`src/rtl/statevector_gate_sequencer_pkg.sv`:
```
// Shared types for the state-vector gate sequencer: amplitude struct, FSM states,
// and the pair-address helper that splits the index space around the target bit.
package qsim_pkg;
  localparam int AMP_W   = 32;
  localparam int PAIR_AW = 16;

  typedef struct packed {
    logic [AMP_W-1:0] re;
    logic [AMP_W-1:0] im;
  } amp_t;

  typedef enum logic [2:0] {
    IDLE, READ, WAIT, ISSUE, WAIT_RES, WRITE0, WRITE1, DONE
  } seq_state_t;

  // Insert a 0 at bit position t of k: bits below t stay, bits at/above t move up one.
  function automatic logic [PAIR_AW-1:0] pair_i0(input logic [PAIR_AW-1:0] k,
                                                  input logic [3:0] t);
    logic [PAIR_AW-1:0] lo_mask;
    lo_mask = (PAIR_AW'(1) << t) - PAIR_AW'(1);
    return ((k & ~lo_mask) << 1) | (k & lo_mask);
  endfunction
endpackage

```
`src/rtl/statevector_gate_sequencer_if.sv`:
```
// Memory ports and gate-unit handshake between the sequencer (master) and its
// amplitude RAM / gate unit (slave).
interface statevector_gate_sequencer_if #(
  parameter int NUM_QUBITS      = 3,
  parameter int AMPLITUDE_WIDTH = 32
);
  localparam int AW = $clog2(2**NUM_QUBITS);

  logic                       porta_en, porta_we;
  logic [AW-1:0]              porta_addr;
  logic [AMPLITUDE_WIDTH-1:0] porta_din_re, porta_din_im;
  logic [AMPLITUDE_WIDTH-1:0] porta_dout_re, porta_dout_im;
  logic                       portb_en;
  logic [AW-1:0]              portb_addr;
  logic [AMPLITUDE_WIDTH-1:0] portb_dout_re, portb_dout_im;
  logic                       pair_valid, pair_ready;
  logic [AMPLITUDE_WIDTH-1:0] amp0_re, amp0_im, amp1_re, amp1_im;
  logic                       res_valid;
  logic [AMPLITUDE_WIDTH-1:0] res0_re, res0_im, res1_re, res1_im;

  modport master (
    output porta_en, porta_we, porta_addr, porta_din_re, porta_din_im,
    input  porta_dout_re, porta_dout_im,
    output portb_en, portb_addr,
    input  portb_dout_re, portb_dout_im,
    output pair_valid, amp0_re, amp0_im, amp1_re, amp1_im,
    input  pair_ready,
    input  res_valid, res0_re, res0_im, res1_re, res1_im
  );

  modport slave (
    input  porta_en, porta_we, porta_addr, porta_din_re, porta_din_im,
    output porta_dout_re, porta_dout_im,
    input  portb_en, portb_addr,
    output portb_dout_re, portb_dout_im,
    input  pair_valid, amp0_re, amp0_im, amp1_re, amp1_im,
    output pair_ready,
    output res_valid, res0_re, res0_im, res1_re, res1_im
  );
endinterface

```
`src/rtl/statevector_pair_addr_gen.sv`:
```
// Combinational pair addresses for pair index k on target qubit t.
module statevector_pair_addr_gen
  import qsim_pkg::*;
#(
  parameter int AW = 3,
  parameter int TW = 2
) (
  input  logic [AW-1:0] k,
  input  logic [TW-1:0] t,
  output logic [AW-1:0] i0,
  output logic [AW-1:0] i1
);
  logic [PAIR_AW-1:0] i0_full;
  logic               unused_hi;

  assign i0_full   = pair_i0(PAIR_AW'(k), 4'(t));
  assign unused_hi = ^i0_full[PAIR_AW-1:AW];
  assign i0        = i0_full[AW-1:0];
  assign i1        = i0 | (AW'(1) << t);
endmodule

```
`src/rtl/statevector_gate_sequencer.sv`:
```
// Walks every amplitude pair of one target qubit: read both, hand to the gate unit,
// write the results back, then pulse done.
module statevector_gate_sequencer
  import qsim_pkg::*;
#(
  parameter int NUM_QUBITS      = 3,
  parameter int AMPLITUDE_WIDTH = 32,
  localparam int NUM_STATES     = 2**NUM_QUBITS,
  localparam int AW             = $clog2(NUM_STATES),
  localparam int TW             = $clog2(NUM_QUBITS) + 1
) (
  input  logic          clk,
  input  logic          rst,
  input  logic          start,
  input  logic [TW-1:0] target_qubit,
  output logic          busy,
  output logic          done,
  output logic          err,
  statevector_gate_sequencer_if.master sv
);
  typedef struct packed {
    logic [AMPLITUDE_WIDTH-1:0] re;
    logic [AMPLITUDE_WIDTH-1:0] im;
  } amp_w_t;

  localparam logic [AW-1:0] K_LAST = AW'(NUM_STATES/2 - 1);

  seq_state_t    state, nxt;
  logic [AW-1:0] k, i0, i1;
  logic [TW-1:0] t;
  amp_w_t        amp0, amp1, res0, res1;
  logic          tgt_bad;

  assign tgt_bad = (target_qubit >= TW'(NUM_QUBITS));

  statevector_pair_addr_gen #(.AW(AW), .TW(TW)) u_addr (
    .k(k), .t(t), .i0(i0), .i1(i1)
  );

  always_ff @(posedge clk) begin
    if (rst) begin
      state <= IDLE;
      k     <= '0;
      t     <= '0;
      err   <= 1'b0;
      amp0  <= '0;
      amp1  <= '0;
      res0  <= '0;
      res1  <= '0;
    end else begin
      state <= nxt;
      case (state)
        IDLE: if (start) begin
          t   <= target_qubit;
          k   <= '0;
          err <= tgt_bad;
        end
        WAIT: begin
          amp0 <= '{re: sv.porta_dout_re, im: sv.porta_dout_im};
          amp1 <= '{re: sv.portb_dout_re, im: sv.portb_dout_im};
        end
        WAIT_RES: if (sv.res_valid) begin
          res0 <= '{re: sv.res0_re, im: sv.res0_im};
          res1 <= '{re: sv.res1_re, im: sv.res1_im};
        end
        WRITE1: if (k != K_LAST) k <= k + 1'b1;
        default: ;
      endcase
    end
  end

  // Every strobe is qualified by !rst so a reset cycle can never write memory.
  always_comb begin
    nxt             = state;
    busy            = 1'b0;
    done            = 1'b0;
    sv.porta_en     = 1'b0;
    sv.porta_we     = 1'b0;
    sv.porta_addr   = '0;
    sv.porta_din_re = '0;
    sv.porta_din_im = '0;
    sv.portb_en     = 1'b0;
    sv.portb_addr   = '0;
    sv.pair_valid   = 1'b0;
    if (!rst) begin
      busy = (state != IDLE);
      case (state)
        IDLE:     if (start) nxt = tgt_bad ? DONE : READ;
        READ: begin
          sv.porta_en   = 1'b1;
          sv.porta_addr = i0;
          sv.portb_en   = 1'b1;
          sv.portb_addr = i1;
          nxt           = WAIT;
        end
        WAIT:     nxt = ISSUE;
        ISSUE: begin
          sv.pair_valid = 1'b1;
          if (sv.pair_ready) nxt = WAIT_RES;
        end
        WAIT_RES: if (sv.res_valid) nxt = WRITE0;
        WRITE0: begin
          sv.porta_en     = 1'b1;
          sv.porta_we     = 1'b1;
          sv.porta_addr   = i0;
          sv.porta_din_re = res0.re;
          sv.porta_din_im = res0.im;
          nxt             = WRITE1;
        end
        WRITE1: begin
          sv.porta_en     = 1'b1;
          sv.porta_we     = 1'b1;
          sv.porta_addr   = i1;
          sv.porta_din_re = res1.re;
          sv.porta_din_im = res1.im;
          nxt             = (k == K_LAST) ? DONE : READ;
        end
        DONE: begin
          done = 1'b1;
          nxt  = IDLE;
        end
        default:  nxt = IDLE;
      endcase
    end
  end

  assign sv.amp0_re = amp0.re;
  assign sv.amp0_im = amp0.im;
  assign sv.amp1_re = amp1.re;
  assign sv.amp1_im = amp1.im;
endmodule

```
`src/flat_wrapper.sv`:
```
// flat-port wrapper written by rule: the top's interface ports become plain ports
module statevector_gate_sequencer_flat import qsim_pkg::*;
#(
  parameter int NUM_QUBITS      = 3,
  parameter int AMPLITUDE_WIDTH = 32,
  localparam int NUM_STATES     = 2**NUM_QUBITS,
  localparam int AW             = $clog2(NUM_STATES),
  localparam int TW             = $clog2(NUM_QUBITS) + 1
)
  (clk, rst, start, target_qubit, busy, done, err, sv_porta_en, sv_porta_we, sv_porta_addr, sv_porta_din_re, sv_porta_din_im, sv_porta_dout_re, sv_porta_dout_im, sv_portb_en, sv_portb_addr, sv_portb_dout_re, sv_portb_dout_im, sv_pair_valid, sv_amp0_re, sv_amp0_im, sv_amp1_re, sv_amp1_im, sv_pair_ready, sv_res_valid, sv_res0_re, sv_res0_im, sv_res1_re, sv_res1_im);
  statevector_gate_sequencer_if #(.NUM_QUBITS(NUM_QUBITS), .AMPLITUDE_WIDTH(AMPLITUDE_WIDTH)) sv_i ();
  input  logic clk;
  input  logic rst;
  input  logic start;
  input  logic [TW-1:0] target_qubit;
  output logic busy;
  output logic done;
  output logic err;
  output wire logic [$bits(sv_i.porta_en)-1:0] sv_porta_en;
  output wire logic [$bits(sv_i.porta_we)-1:0] sv_porta_we;
  output wire logic [$bits(sv_i.porta_addr)-1:0] sv_porta_addr;
  output wire logic [$bits(sv_i.porta_din_re)-1:0] sv_porta_din_re;
  output wire logic [$bits(sv_i.porta_din_im)-1:0] sv_porta_din_im;
  input wire logic [$bits(sv_i.porta_dout_re)-1:0] sv_porta_dout_re;
  input wire logic [$bits(sv_i.porta_dout_im)-1:0] sv_porta_dout_im;
  output wire logic [$bits(sv_i.portb_en)-1:0] sv_portb_en;
  output wire logic [$bits(sv_i.portb_addr)-1:0] sv_portb_addr;
  input wire logic [$bits(sv_i.portb_dout_re)-1:0] sv_portb_dout_re;
  input wire logic [$bits(sv_i.portb_dout_im)-1:0] sv_portb_dout_im;
  output wire logic [$bits(sv_i.pair_valid)-1:0] sv_pair_valid;
  output wire logic [$bits(sv_i.amp0_re)-1:0] sv_amp0_re;
  output wire logic [$bits(sv_i.amp0_im)-1:0] sv_amp0_im;
  output wire logic [$bits(sv_i.amp1_re)-1:0] sv_amp1_re;
  output wire logic [$bits(sv_i.amp1_im)-1:0] sv_amp1_im;
  input wire logic [$bits(sv_i.pair_ready)-1:0] sv_pair_ready;
  input wire logic [$bits(sv_i.res_valid)-1:0] sv_res_valid;
  input wire logic [$bits(sv_i.res0_re)-1:0] sv_res0_re;
  input wire logic [$bits(sv_i.res0_im)-1:0] sv_res0_im;
  input wire logic [$bits(sv_i.res1_re)-1:0] sv_res1_re;
  input wire logic [$bits(sv_i.res1_im)-1:0] sv_res1_im;
  assign sv_porta_en = sv_i.porta_en;
  assign sv_porta_we = sv_i.porta_we;
  assign sv_porta_addr = sv_i.porta_addr;
  assign sv_porta_din_re = sv_i.porta_din_re;
  assign sv_porta_din_im = sv_i.porta_din_im;
  assign sv_i.porta_dout_re = sv_porta_dout_re;
  assign sv_i.porta_dout_im = sv_porta_dout_im;
  assign sv_portb_en = sv_i.portb_en;
  assign sv_portb_addr = sv_i.portb_addr;
  assign sv_i.portb_dout_re = sv_portb_dout_re;
  assign sv_i.portb_dout_im = sv_portb_dout_im;
  assign sv_pair_valid = sv_i.pair_valid;
  assign sv_amp0_re = sv_i.amp0_re;
  assign sv_amp0_im = sv_i.amp0_im;
  assign sv_amp1_re = sv_i.amp1_re;
  assign sv_amp1_im = sv_i.amp1_im;
  assign sv_i.pair_ready = sv_pair_ready;
  assign sv_i.res_valid = sv_res_valid;
  assign sv_i.res0_re = sv_res0_re;
  assign sv_i.res0_im = sv_res0_im;
  assign sv_i.res1_re = sv_res1_re;
  assign sv_i.res1_im = sv_res1_im;
  statevector_gate_sequencer #(.NUM_QUBITS(NUM_QUBITS), .AMPLITUDE_WIDTH(AMPLITUDE_WIDTH)) u_core (.clk(clk), .rst(rst), .start(start), .target_qubit(target_qubit), .busy(busy), .done(done), .err(err), .sv(sv_i));
endmodule
```
`config.mk`:
```
export PLATFORM = sky130hd
export DESIGN_NAME = statevector_gate_sequencer_flat
export DESIGN_NICKNAME = d
export VERILOG_FILES = /design/src/rtl/statevector_gate_sequencer_pkg.sv /design/src/rtl/statevector_gate_sequencer_if.sv /design/src/rtl/statevector_pair_addr_gen.sv /design/src/rtl/statevector_gate_sequencer.sv /design/src/flat_wrapper.sv
export SDC_FILE = /design/constraint.sdc
export NUM_CORES = 1
export LEC_CHECK = 0
export BUFFER_PORTS_ARGS = -buffer_cell sky130_fd_sc_hd__buf_4
export CAP_MARGIN = 20
export CORE_AREA = 10 10 175 177
export CTS_BUF_LIST = sky130_fd_sc_hd__clkbuf_8
export CTS_CLUSTER_DIAMETER = 80
export CTS_CLUSTER_SIZE = 25
export DETAILED_ROUTE_END_ITERATION = 10
export DIE_AREA = 0 0 185 187
export HOLD_SLACK_MARGIN = 0.08
export PLACE_DENSITY = 0.68
export REMOVE_ABC_BUFFERS = 1
export SETUP_SLACK_MARGIN = 0.05
export SLEW_MARGIN = 0
export SYNTH_ARGS = -nofsm -noshare
export SYNTH_HDL_FRONTEND = slang
export SYNTH_SLANG_ARGS = --single-unit
```
`constraint.sdc`:
```
create_clock -name clk -period 2.4 [get_ports clk]
set_input_delay 0.12 -clock clk [delete_from_list [all_inputs] [get_ports clk]]
set_output_delay 0.12 -clock clk [all_outputs]
set_load 0.005 [all_outputs]
```
==> results of run 1 <==
[metrics by stage]
stage                     instances  TNS, ns
after floorplan                1244  -503.94
after global placement         2082        0
after detailed placement       2082        0
after CTS                      2428        0
after global routing           2433        0
final                          2435        0
[flip-flops by register name, indices dropped and copies added, names as in the netlist]
signal / count
u_core.sv.amp0_im: 32
u_core.t: 3
u_core.k: 3
u_core.sv.amp0_re: 32
u_core.res0: 64
u_core.res1: 64
u_core.sv.amp1_re: 32
u_core.state: 3
u_core.err: 1
u_core.sv.amp1_im: 32
[path summary, 6_finish.rpt]
check	start	end	slack [ns]	cells past startpoint
worst min-delay path	rst	u_core.t[2]	0.12	2
worst max-delay path	u_core.state[0]	sv_porta_din_im[25]	0.15	6
worst max register to register	u_core.state[0]	u_core.res0[35]	0.19	7
worst min register to register	u_core.sv.amp0_re[31]	u_core.sv.amp0_re[31]	0.46	2
[kinds of logic after synthesis]
kind of cell,count (synthesis),synth area share
buf+inv,117,0.06463
flops,266,0.5084
mux,1,0.0009557
compound gates,349,0.1858
simple gates,621,0.2367
fa+ha+maj,3,0.003584
[cell usage after synthesis, types with 2 or more instances]
cell | instances | area share
nor3b_2 | 2 | 0.0024
buf_2 | 34 | 0.016
nand2b_1 | 4 | 0.0024
clkbuf_1 | 50 | 0.018
nand2_1 | 521 | 0.19
o211ai_1 | 3 | 0.0022
nor3_1 | 2 | 0.00096
ha_1 | 3 | 0.0036
dfxtp_1 | 266 | 0.51
buf_4 | 6 | 0.0043
a22oi_1 | 64 | 0.046
a21oi_1 | 269 | 0.13
nor2b_1 | 5 | 0.0030
or3_1 | 3 | 0.0018
a31oi_1 | 2 | 0.0012
or3b_1 | 2 | 0.0017
nor2_1 | 69 | 0.025
and3b_1 | 2 | 0.0017
buf_6 | 23 | 0.025
inv_1 | 4 | 0.0014
a211oi_1 | 2 | 0.0014
o21a_1 | 3 | 0.0022
[final cells by class]
| type | count | area share |
|---|---|---|
| diodes | 6 | 0.0008473 |
| clock buffers | 16 | 0.01243 |
| clock inverters | 5 | 0.005225 |
| inverters | 4 | 0.0008473 |
| multi-input cells | 974 | 0.2546 |
| flip-flops and latches | 266 | 0.3008 |
| well taps | 346 | 0.02443 |
| repair buffers | 818 | 0.4009 |
[cells in the final DEF, fill, tap and decap left out, types with 2 or more instances in the layout]
master and count:
dfxtp_1 264, a21oi_1 269, or3_1 3, dlygate4sd3_1 325, a22oi_1 64, buf_4 480
ha_1 3, a211oi_1 2, diode_2 6, clkbuf_8 16, nor2_1 69, inv_1 4
a31oi_1 2, nand2b_1 4, buf_12 11, bufinv_16 2, nand2_1 521, o211ai_1 3
o21a_1 3, nor2b_1 5
[per-layer routing]
layer | share of wire | track usage | vias up | wire length, µm
li1 | - | - | 5892 | -
met3 | 0.10 | 0.07615 | 112 | 4695
met2 | 0.49 | 0.4216 | 604 | 21790
met5 | 0 | 0 | - | 0
met4 | 0.036 | 0.08537 | 0 | 1634
met1 | 0.37 | 0.2737 | 5718 | 16790
[report_power, final]
group          internal [mW]  switching [mW]  total, mW
Sequential              5.13           0.447       5.57
Combinational           2.12            2.39       4.51
Clock                  0.858            1.47       2.32
[what timing repair did]
item                                    4_1_cts  5_1_grt
buffers inserted                              0        1
gates resized for setup                       2        4
hold buffers                                325        0
endpoints found under the hold margin       263        0
pin swaps                                     0        1
endpoints found under the setup margin       65       43
==> metrics, run 1 <==
slowest cell delay on critical path=0.34 ns; CP endpoint kind=primary output; Mapped Area=10470 µm²; crit-path cells=buf_4 > and3b_2 > buf_6 > a22oi_1 > nor2_1 > buf_4; number of H-tree levels=1; CP delay by family, top=buffers and inverters; first-pass GRT wire length=68640 µm; Num CTS Buffers=15; Startpoint Class=flop; port bufs=468; clock edge transition at the registers on the reported setup and hold paths=0.13 ns; Period minus WS final=2.250 ns; Nets=2346; DIE AREA=34600 µm²; pin count of the biggest net entering global routing=129; max-slew violations=0; final HPWL from detailed placement=28530 µm; fraction of registers with async set/reset=0; GPL Wtd Cong=0.8432; Global Route Usage Sum=0.2434; P&R area growth vs syn=69.18%; initial core utilization=0.3833; vias in the first global route=12.45k; WP data arrival=2.13 ns; Clock Path Buffers=3; clock root cell=clkbuf_8; placed cell areas=14110 µm²; Peak Freq=444.4 MHz; IO Pins=469; routed len/inst=18.44 µm; DIE HEIGHT=187 µm; WP buf/inv=3; max_cap viols=0; initial antenna violation count=5; WHS=0.1210 ns; drt initial violations=877; Top FF cell, synth=dfxtp_1; Netlist cell types=40; GRT overflow=0; Pleak=7.384 nW; vias=12.33k; die width=185 µm; Hold Crit Class=in -> reg; Seq/Total Area, Yosys=0.5084; outcome=complete, no violations; pwr dens=700.5 nW/µm²; most frequent CP cell=buf_4; Post-synth EDFFs=0; WL final=44910 µm; Worst slew margin=0.5713; drc violations=0; CTS Sinks=266; vias per inst=5.062; YS warnings=0; worst skew pair latency=0.56 ns; Std-Cell Rows=61; Finished Cell Area=17720 µm²; Final period util=0.9377; CTS tree=done; layout cells sized above 1=0.2525; final setup violation count=0; register area=5330 µm²; post-layout util=0.6485; DR pass1 iterations=5; worst slew pin tran=0.6431 ns; crit path max fanout=33; Final Power=12.41 mW; footprint of the multi-input gates=4511 µm²; Seq cells post-synth=266; CP Data Required Time=2.28 ns; Final Skew=0.03236 ns; Syn Inst Count=1357; number of fill cells in the layout=2116; RSZ-0062 raised after global routing=false; VDD IR max=0.8485 mV; synthesized area per cell=7.718 µm²; Crit Path Class=reg -> out; crit path max-delay cell type=dfxtp_1; Placement Setup Slack=0.4035 ns; setup ws final=0.1495 ns; remaining antenna violation count after routing=0; core area=27320 µm²; final hold vios=0
Note: power is estimated with default switching activity, not from simulation.
==> run 2, diff against run 1 <==
--- a/config.mk
+++ b/config.mk
@@ -5,16 +5,17 @@
 export SDC_FILE = /design/constraint.sdc
 export NUM_CORES = 1
 export LEC_CHECK = 0
+export ABC_AREA = 1
 export BUFFER_PORTS_ARGS = -buffer_cell sky130_fd_sc_hd__buf_4
 export CAP_MARGIN = 20
-export CORE_AREA = 10 10 175 177
+export CORE_AREA = 10 10 174 176
 export CTS_BUF_LIST = sky130_fd_sc_hd__clkbuf_8
 export CTS_CLUSTER_DIAMETER = 80
 export CTS_CLUSTER_SIZE = 25
 export DETAILED_ROUTE_END_ITERATION = 10
-export DIE_AREA = 0 0 185 187
+export DIE_AREA = 0 0 184 186
 export HOLD_SLACK_MARGIN = 0.08
-export PLACE_DENSITY = 0.68
+export PLACE_DENSITY = 0.7
 export REMOVE_ABC_BUFFERS = 1
 export SETUP_SLACK_MARGIN = 0.05
 export SLEW_MARGIN = 0
==> run 2 against run 1 <==
Against the previous run:
- global-route usage increased by 1.6 points
- register-to-register slack improved by 0.11 ns
- non-clock buffer count decreased by 53
- via count increased by 5.1%
- critical endpoint is now sv_porta_din_re[10]
- largest cell class unchanged
- clock power decreased by 5%
==> metrics, run 2 <==
Yosys top cell by area=dfxtp_1; Adder-Cell Fraction of Synth Area=0.003476 (-0.0001076); simple-gate portion of the synthesized area=0.1830 (-0.05368); clock root cell=clkbuf_8; final HPWL from detailed placement=29110 µm (+2.0%); VDD IR max=0.6939 mV (-18%); xor/xnor share of the synthesized area=0 (unchanged); CTS tree=done; Final Skew=0.01454 ns (-0.01783 ns); number of fill cells in the layout=2034 (-3.9%); Crit Path Class=reg -> out; CP endpoint kind=primary output; worst skew pair latency=0.53 ns (-0.03 ns); crit path launch=u_core.state[2]; initial antenna violation count=10 (+5); Largest regs=u_core.res0 (64), u_core.res1 (64); IO Pins=469 (unchanged); Synth area leaders=dfxtp_1 49%, a21oi_1 15%, nand3_1 9.7%, nand2_1 7.7%, o21ai_0 6.1%; number of H-tree levels=1 (unchanged); synthesized area per cell=7.366 µm² (-4.6%); Post-synth EDFFs=0 (unchanged); layout cells sized above 1=0.2491 (-0.003462); most common cell in the netlist=a21oi_1; mux cell area share after synthesis=0 (-0.0009557); port bufs=468 (unchanged); Final period util=0.9197 (-0.01800); final setup violation count=0 (unchanged); vias per inst=5.236 (+3.4%); crit path max fanout=47 (+42%); CTS Sinks=266 (unchanged); initial core utilization=0.4040 (+0.02070); Finished Cell Area=17640 µm² (-0.42%); max-slew violations=0 (unchanged); Period minus WS final=2.207 ns (-0.04320 ns); YS warnings=0 (unchanged); Synth top cells by count=330 x a21oi_1, 266 x dfxtp_1, 222 x nand2_1; GPL Wtd Cong=0.8283 (-1.8%); Worst setup endpoint=sv_porta_din_re[10]; Global Route Usage Sum=0.2594 (+0.01602); most frequent cells in the layout=478 x buf_4, 330 x a21oi_1, 269 x dlygate4sd3_1, 263 x dfxtp_1, 221 x nand2_1; Nets=2386 (+1.7%); Netlist cell types=19 (-53%); Pleak=7.221 nW (-2.2%); worst slew pin tran=0.7390 ns (+0.09587 ns); Seq cells post-synth=266 (unchanged); Startpoint Class=flop; core area=26730 µm² (-2.2%); Peak Freq=453.1 MHz (+2.0%); drc violations=0 (unchanged); fraction of registers with async set/reset=0 (unchanged); P&R area growth vs syn=63.41%; Mapped Area=10800 µm² (+3.1%); Crit Reg-Reg Startpoint=u_core.state[1]; main combinational cell family by area after synthesis=compound AO/OA/AOI/OAI gates; outcome=complete, no violations; Final Power=12.86 mW (+3.6%); reg2reg end=u_core.sv.amp1_re[10]; drt initial violations=1006 (+15%); Clock Path Buffers=3 (unchanged); placed cell areas=14570 µm² (+3.2%); pwr dens=728.8 nW/µm² (+4.0%); clock edge transition at the registers on the reported setup and hold paths=0.14 ns (about the same); first-pass GRT wire length=72150 µm (+5.1%); die width=184 µm (-0.54%); R2R cell count=6 (-1); vias in the first global route=13.05k (+4.8%); Yosys top cell area share=0.4932 (-0.01526); DIE AREA=34220 µm² (-1.1%); reg2reg setup slack=0.30 ns (+0.11 ns); RSZ-0062 raised after global routing=false; DR pass1 iterations=5 (unchanged); most common cell after layout, fill and taps aside=buf_4; remaining antenna violation count after routing=0 (unchanged); CP Data Required Time=2.28 ns (about the same); register area=5329 µm² (about the same); vias=12.96k (+5.1%); Num CTS Buffers=15 (unchanged); Compound-Gate Fraction of Synth Area=0.2162 (+0.03046); Std-Cell Rows=60 (-1.6%); max_cap viols=0 (unchanged); Seq/Total Area, Yosys=0.4932 (-0.01526); Top FF cell, synth=dfxtp_1; DIE HEIGHT=186 µm (-0.53%); Worst slew margin=0.5073 (-0.06391); pin count of the biggest net entering global routing=129 (unchanged); Syn Inst Count=1466 (+8.0%); GRT overflow=0 (unchanged); routed len/inst=19.19 µm (+4.0%); Hold Crit Class=in -> reg; WL final=47500 µm (+5.8%); final hold vios=0 (unchanged); WP data arrival=2.09 ns (-0.04 ns); footprint of the multi-input gates=4388 µm² (-2.7%)
-- run 2: cell count changes in the layout (fill, tap and decap cells not counted), sizes merged, moves of 61 or more --
| cell | before | now |
|---|---|---|
| o21ai | 1 | 132 |
| inv | 5 | 152 |
| nand3 | 1 | 210 |
| a21oi | 269 | 330 |
| a22oi | 64 | 0 |
| nand2 | 521 | 222 |
-- run 2: worst min-delay path by stage --
stage	start	depth (start not counted)	slack, ns	endpoint
floorplan	rst	1	0.19	u_core.err
global placement	sv_res1_im[27]	3	0.39	u_core.res1[27]
detailed placement	sv_res1_re[20]	3	0.40	u_core.res1[52]
CTS	sv_res_valid	3	0.1	u_core.res1[7]
global route	sv_res_valid	3	0.14	u_core.res0[45]
finish	sv_res_valid	3	0.13	u_core.res1[10]
-- run 2: per-stage QoR --
step                hold WS, ns  cells  setup TNS [ns]    util  setup slack [ns]
floorplan                0.1891   1337        -1310.86       -            -4.785
global placement         0.3945   2171               0  0.5451            0.5891
detailed placement       0.4026   2171               0  0.5451            0.5214
CTS                     0.09603   2463               0  0.6581           0.06360
global route             0.1410   2475               0  0.6602           0.08202
finish                   0.1270   2475               0  0.6602            0.1927
-- run 2: worst max-delay path, cell delays in order (launching register included) --
cell	delay [ns]
dfxtp_2	0.42
buf_4	0.50
nand3_1	0.14
a21oi_1	0.30
buf_4	0.17
-- run 2: logic make-up after synthesis --
kind of cell | count (synthesis)
DFF | 266
buffers and inverters | 278
AOI/OAI and AO/OA | 465
adders and majority gates | 3
and+or+nand+nor | 454
-- run 2: final cells by class --
| class | instances | share of cell area |
|---|---|---|
| Multi-Input combinational cell | 922 | 0.2487 |
| Clock buffer | 16 | 0.01248 |
| Timing Repair Buffer | 765 | 0.3752 |
| Sequential cell | 266 | 0.3020 |
| Tap cell | 341 | 0.02418 |
| Clock inverter | 6 | 0.004184 |
| Antenna cell | 10 | 0.001418 |
| Inverter | 149 | 0.03184 |
-- run 2: layer usage --
layer	share of wire	wire length (µm)	vias to the layer above	global-route usage
li1	-	-	6148	-
met1	0.37	17710	6032	0.2947
met2	0.48	22800	667	0.4385
met3	0.11	5351	113	0.09203
met4	0.034	1637	0	0.09800
met5	0	0	-	0
-- run 2: what timing repair did --
| action | CTS | global route |
|---|---|---|
| setup endpoints to repair | 2 | 54 |
| resized for setup | 0 | 7 |
| gates cloned | 1 | 1 |
| buffers inserted | 0 | 1 |
| pin swaps | 0 | 1 |
| hold buffers | 269 | 0 |
| hold endpoints to repair | 264 | 0 |
-- run 2: where the power goes --
group          switching, mW  total [mW]  internal (mW)
sequential             0.500        5.78           5.28
clock                   1.45        2.21          0.758
combinational           2.81        4.87           2.06
==> run 3, diff against run 2 <==
--- a/config.mk
+++ b/config.mk
@@ -7,15 +7,14 @@
 export LEC_CHECK = 0
 export ABC_AREA = 1
 export BUFFER_PORTS_ARGS = -buffer_cell sky130_fd_sc_hd__buf_4
-export CAP_MARGIN = 20
-export CORE_AREA = 10 10 174 176
+export CORE_MARGIN = 10
+export CORE_UTILIZATION = 33
 export CTS_BUF_LIST = sky130_fd_sc_hd__clkbuf_8
 export CTS_CLUSTER_DIAMETER = 80
 export CTS_CLUSTER_SIZE = 25
 export DETAILED_ROUTE_END_ITERATION = 10
-export DIE_AREA = 0 0 184 186
+export GPL_TIMING_DRIVEN = 0
 export HOLD_SLACK_MARGIN = 0.08
-export PLACE_DENSITY = 0.7
 export REMOVE_ABC_BUFFERS = 1
 export SETUP_SLACK_MARGIN = 0.05
 export SLEW_MARGIN = 0
==> run 3 against run 2 <==
Against the previous run:
- global-route usage decreased by 3.5 points
- first-iteration DRC count decreased by 32%
- non-clock buffer count increased by 33
==> metrics, run 3 (synthesis results as in run 2) <==
DIE HEIGHT=200.9 µm (+8.0%); vias=12.83k (-1.0%); DIE AREA=40360 µm² (+18%); number of fill cells in the layout=2850 (+40%); port bufs=468 (unchanged); clock edge transition at the registers on the reported setup and hold paths=0.15 ns (about the same); die width=200.9 µm (+9.2%); most common cell after layout, fill and taps aside=buf_4; routed len/inst=18.69 µm (-2.6%); initial core utilization=0.3336 (-0.07046); WL final=48860 µm (+2.9%); post-layout util=0.5678 (-0.09241); Std-Cell Rows=66 (+10%); Pleak=7.527 nW (+4.2%); worst skew pair latency=0.56 ns (+0.03 ns); CP endpoint kind=flop; CTS tree=done; crit path max fanout=91 (+94%); Cell Int Power=8.662 mW (+7.0%); Clock Path Buffers=3 (unchanged); Hold Crit Class=in -> reg; max-slew violations=0 (unchanged); Reg power frac=0.419 (-0.031); Global Route Usage Sum=0.2246 (-0.03483); GPL Wtd Cong=0.8046 (-2.9%); most frequent cells in the layout=481 x buf_4, 326 x a21oi_1, 297 x dlygate4sd3_1, 263 x dfxtp_1, 220 x nand2_1; initial antenna violation count=6 (-4); remaining antenna violation count after routing=0 (unchanged); IO Pins=469 (unchanged); drt initial violations=685 (-32%); pin count of the biggest net entering global routing=109 (-16%); Num CTS Buffers=16 (+1); Final Skew=0.01148 ns (-0.003057 ns); CTS Sinks=266 (unchanged); Sw Pwr=5.140 mW (+7.9%); Period minus WS final=2.261 ns (+0.05390 ns); VDD IR max=0.4547 mV (-34%); vias per inst=4.907 (-6.3%); final setup violation count=0 (unchanged); vias in the first global route=12.65k (-3.0%); Final period util=0.9421 (+0.02246); Non-Filler Instances=2614 (+5.6%); outcome=complete, no violations; footprint of the multi-input gates=4482 µm² (+2.1%); placed cell areas=14640 µm² (+0.50%); Net Sw Frac=0.3724 (+0.002046); Worst slew margin=0.3715 (-0.1359); clock root cell=clkbuf_8; first-pass GRT wire length=74050 µm (+2.6%); Crit Path Class=reg -> reg; worst slew pin tran=0.9417 ns (+0.2027 ns); register area=5336 µm² (+0.14%); final HPWL from detailed placement=29850 µm (+2.5%); DR pass1 iterations=5 (unchanged); Peak Freq=442.3 MHz (-2.4%); P&R area growth vs syn=70.22%; Gate power share=0.396 (+0.017); Largest regs=u_core.res0 (64), u_core.res1 (64); Startpoint Class=flop; drc violations=0 (unchanged); core area=32370 µm² (+21%); max_cap viols=0 (unchanged); GRT overflow=0 (unchanged); placed cells=2259 (+4.1%); Clk pwr share=0.185 (+0.013); CP Data Required Time=2.85 ns (+0.57 ns); WP data arrival=2.71 ns (+0.62 ns); Finished Cell Area=18380 µm² (+4.2%); final hold vios=0 (unchanged); setup_tns=0 ns (unchanged); Nets=2426 (+1.7%); number of H-tree levels=1 (unchanged); layout cells sized above 1=0.2548 (+0.005789); RSZ-0062 raised after global routing=true; pwr dens=750.9 nW/µm² (+3.0%)
run 3: final timing paths:
check	to	slack [ns]	cells past startpoint	startpoint
worst max register to register	u_core.res0[34]	0.14	6	u_core.state[1]
worst min register to register	u_core.res1[23]	0.45	2	u_core.res1[23]
worst max-delay path	u_core.res0[34]	0.14	6	u_core.state[1]
worst min-delay path	u_core.state[2]	0.16	6	sv_res_valid
run 3: area by class of cell:
| class | count | area share |
|---|---|---|
| timing repair buffer | 798 | 0.3833 |
| antenna | 6 | 0.0008169 |
| clock buffer | 18 | 0.01348 |
| inverter | 149 | 0.03159 |
| tap | 442 | 0.03009 |
| multi-input combinational | 928 | 0.2438 |
| sequential | 266 | 0.2903 |
| clock inverter | 7 | 0.006603 |
run 3: worst max-delay path, stage by stage (launching register included):
cell and delay (ns):
dfxtp_4 0.43, nor2_2 0.38, nand3_4 0.36, buf_16 0.33, buf_16 0.26, o21ai_0 0.24, a21oi_1 0.07
run 3: metal layers:
layer	global-route usage	up-vias	wire (µm)
li1	-	6237	-
met1	0.2766	6038	20550
met2	0.3690	479	23040
met3	0.06874	73	3967
met4	0.06654	0	1308
met5	0	-	0
run 3: power by group through the flow:
stage | clock network, mW | logic, mW | registers [mW]
finish | 2.55 | 5.47 | 5.78
global route | 2.76 | 5.96 | 5.88
CTS | 2.65 | 5.32 | 5.76
detailed placement | 0 | 4.34 | 5.88
global placement | 0 | 4.18 | 5.92
floorplan | 0 | 2.04 | 5.88
run 3: repair_timing:
item,CTS,global route
hold buffers,297,0
resized for setup,16,9
pin swaps,4,3
setup endpoints to repair,250,94
gates cloned,8,2
buffers inserted,12,5
hold endpoints to repair,263,0
run 3: per-stage QoR:
| step | hold slack (ns) | setup WS, ns | power, mW |
|---|---|---|---|
| 6_report | 0.1571 | 0.1388 | 13.80 |
| 5_1_grt | 0.1697 | 0.01023 | 14.60 |
| 4_1_cts | 0.1101 | 0.03965 | 13.73 |
| 3_5_place_dp | 0.4040 | -0.4689 | 10.22 |
| 3_3_place_gp | 0.3977 | -9.940 | 10.10 |
| 2_1_floorplan | 0.1891 | -4.785 | 7.923 |
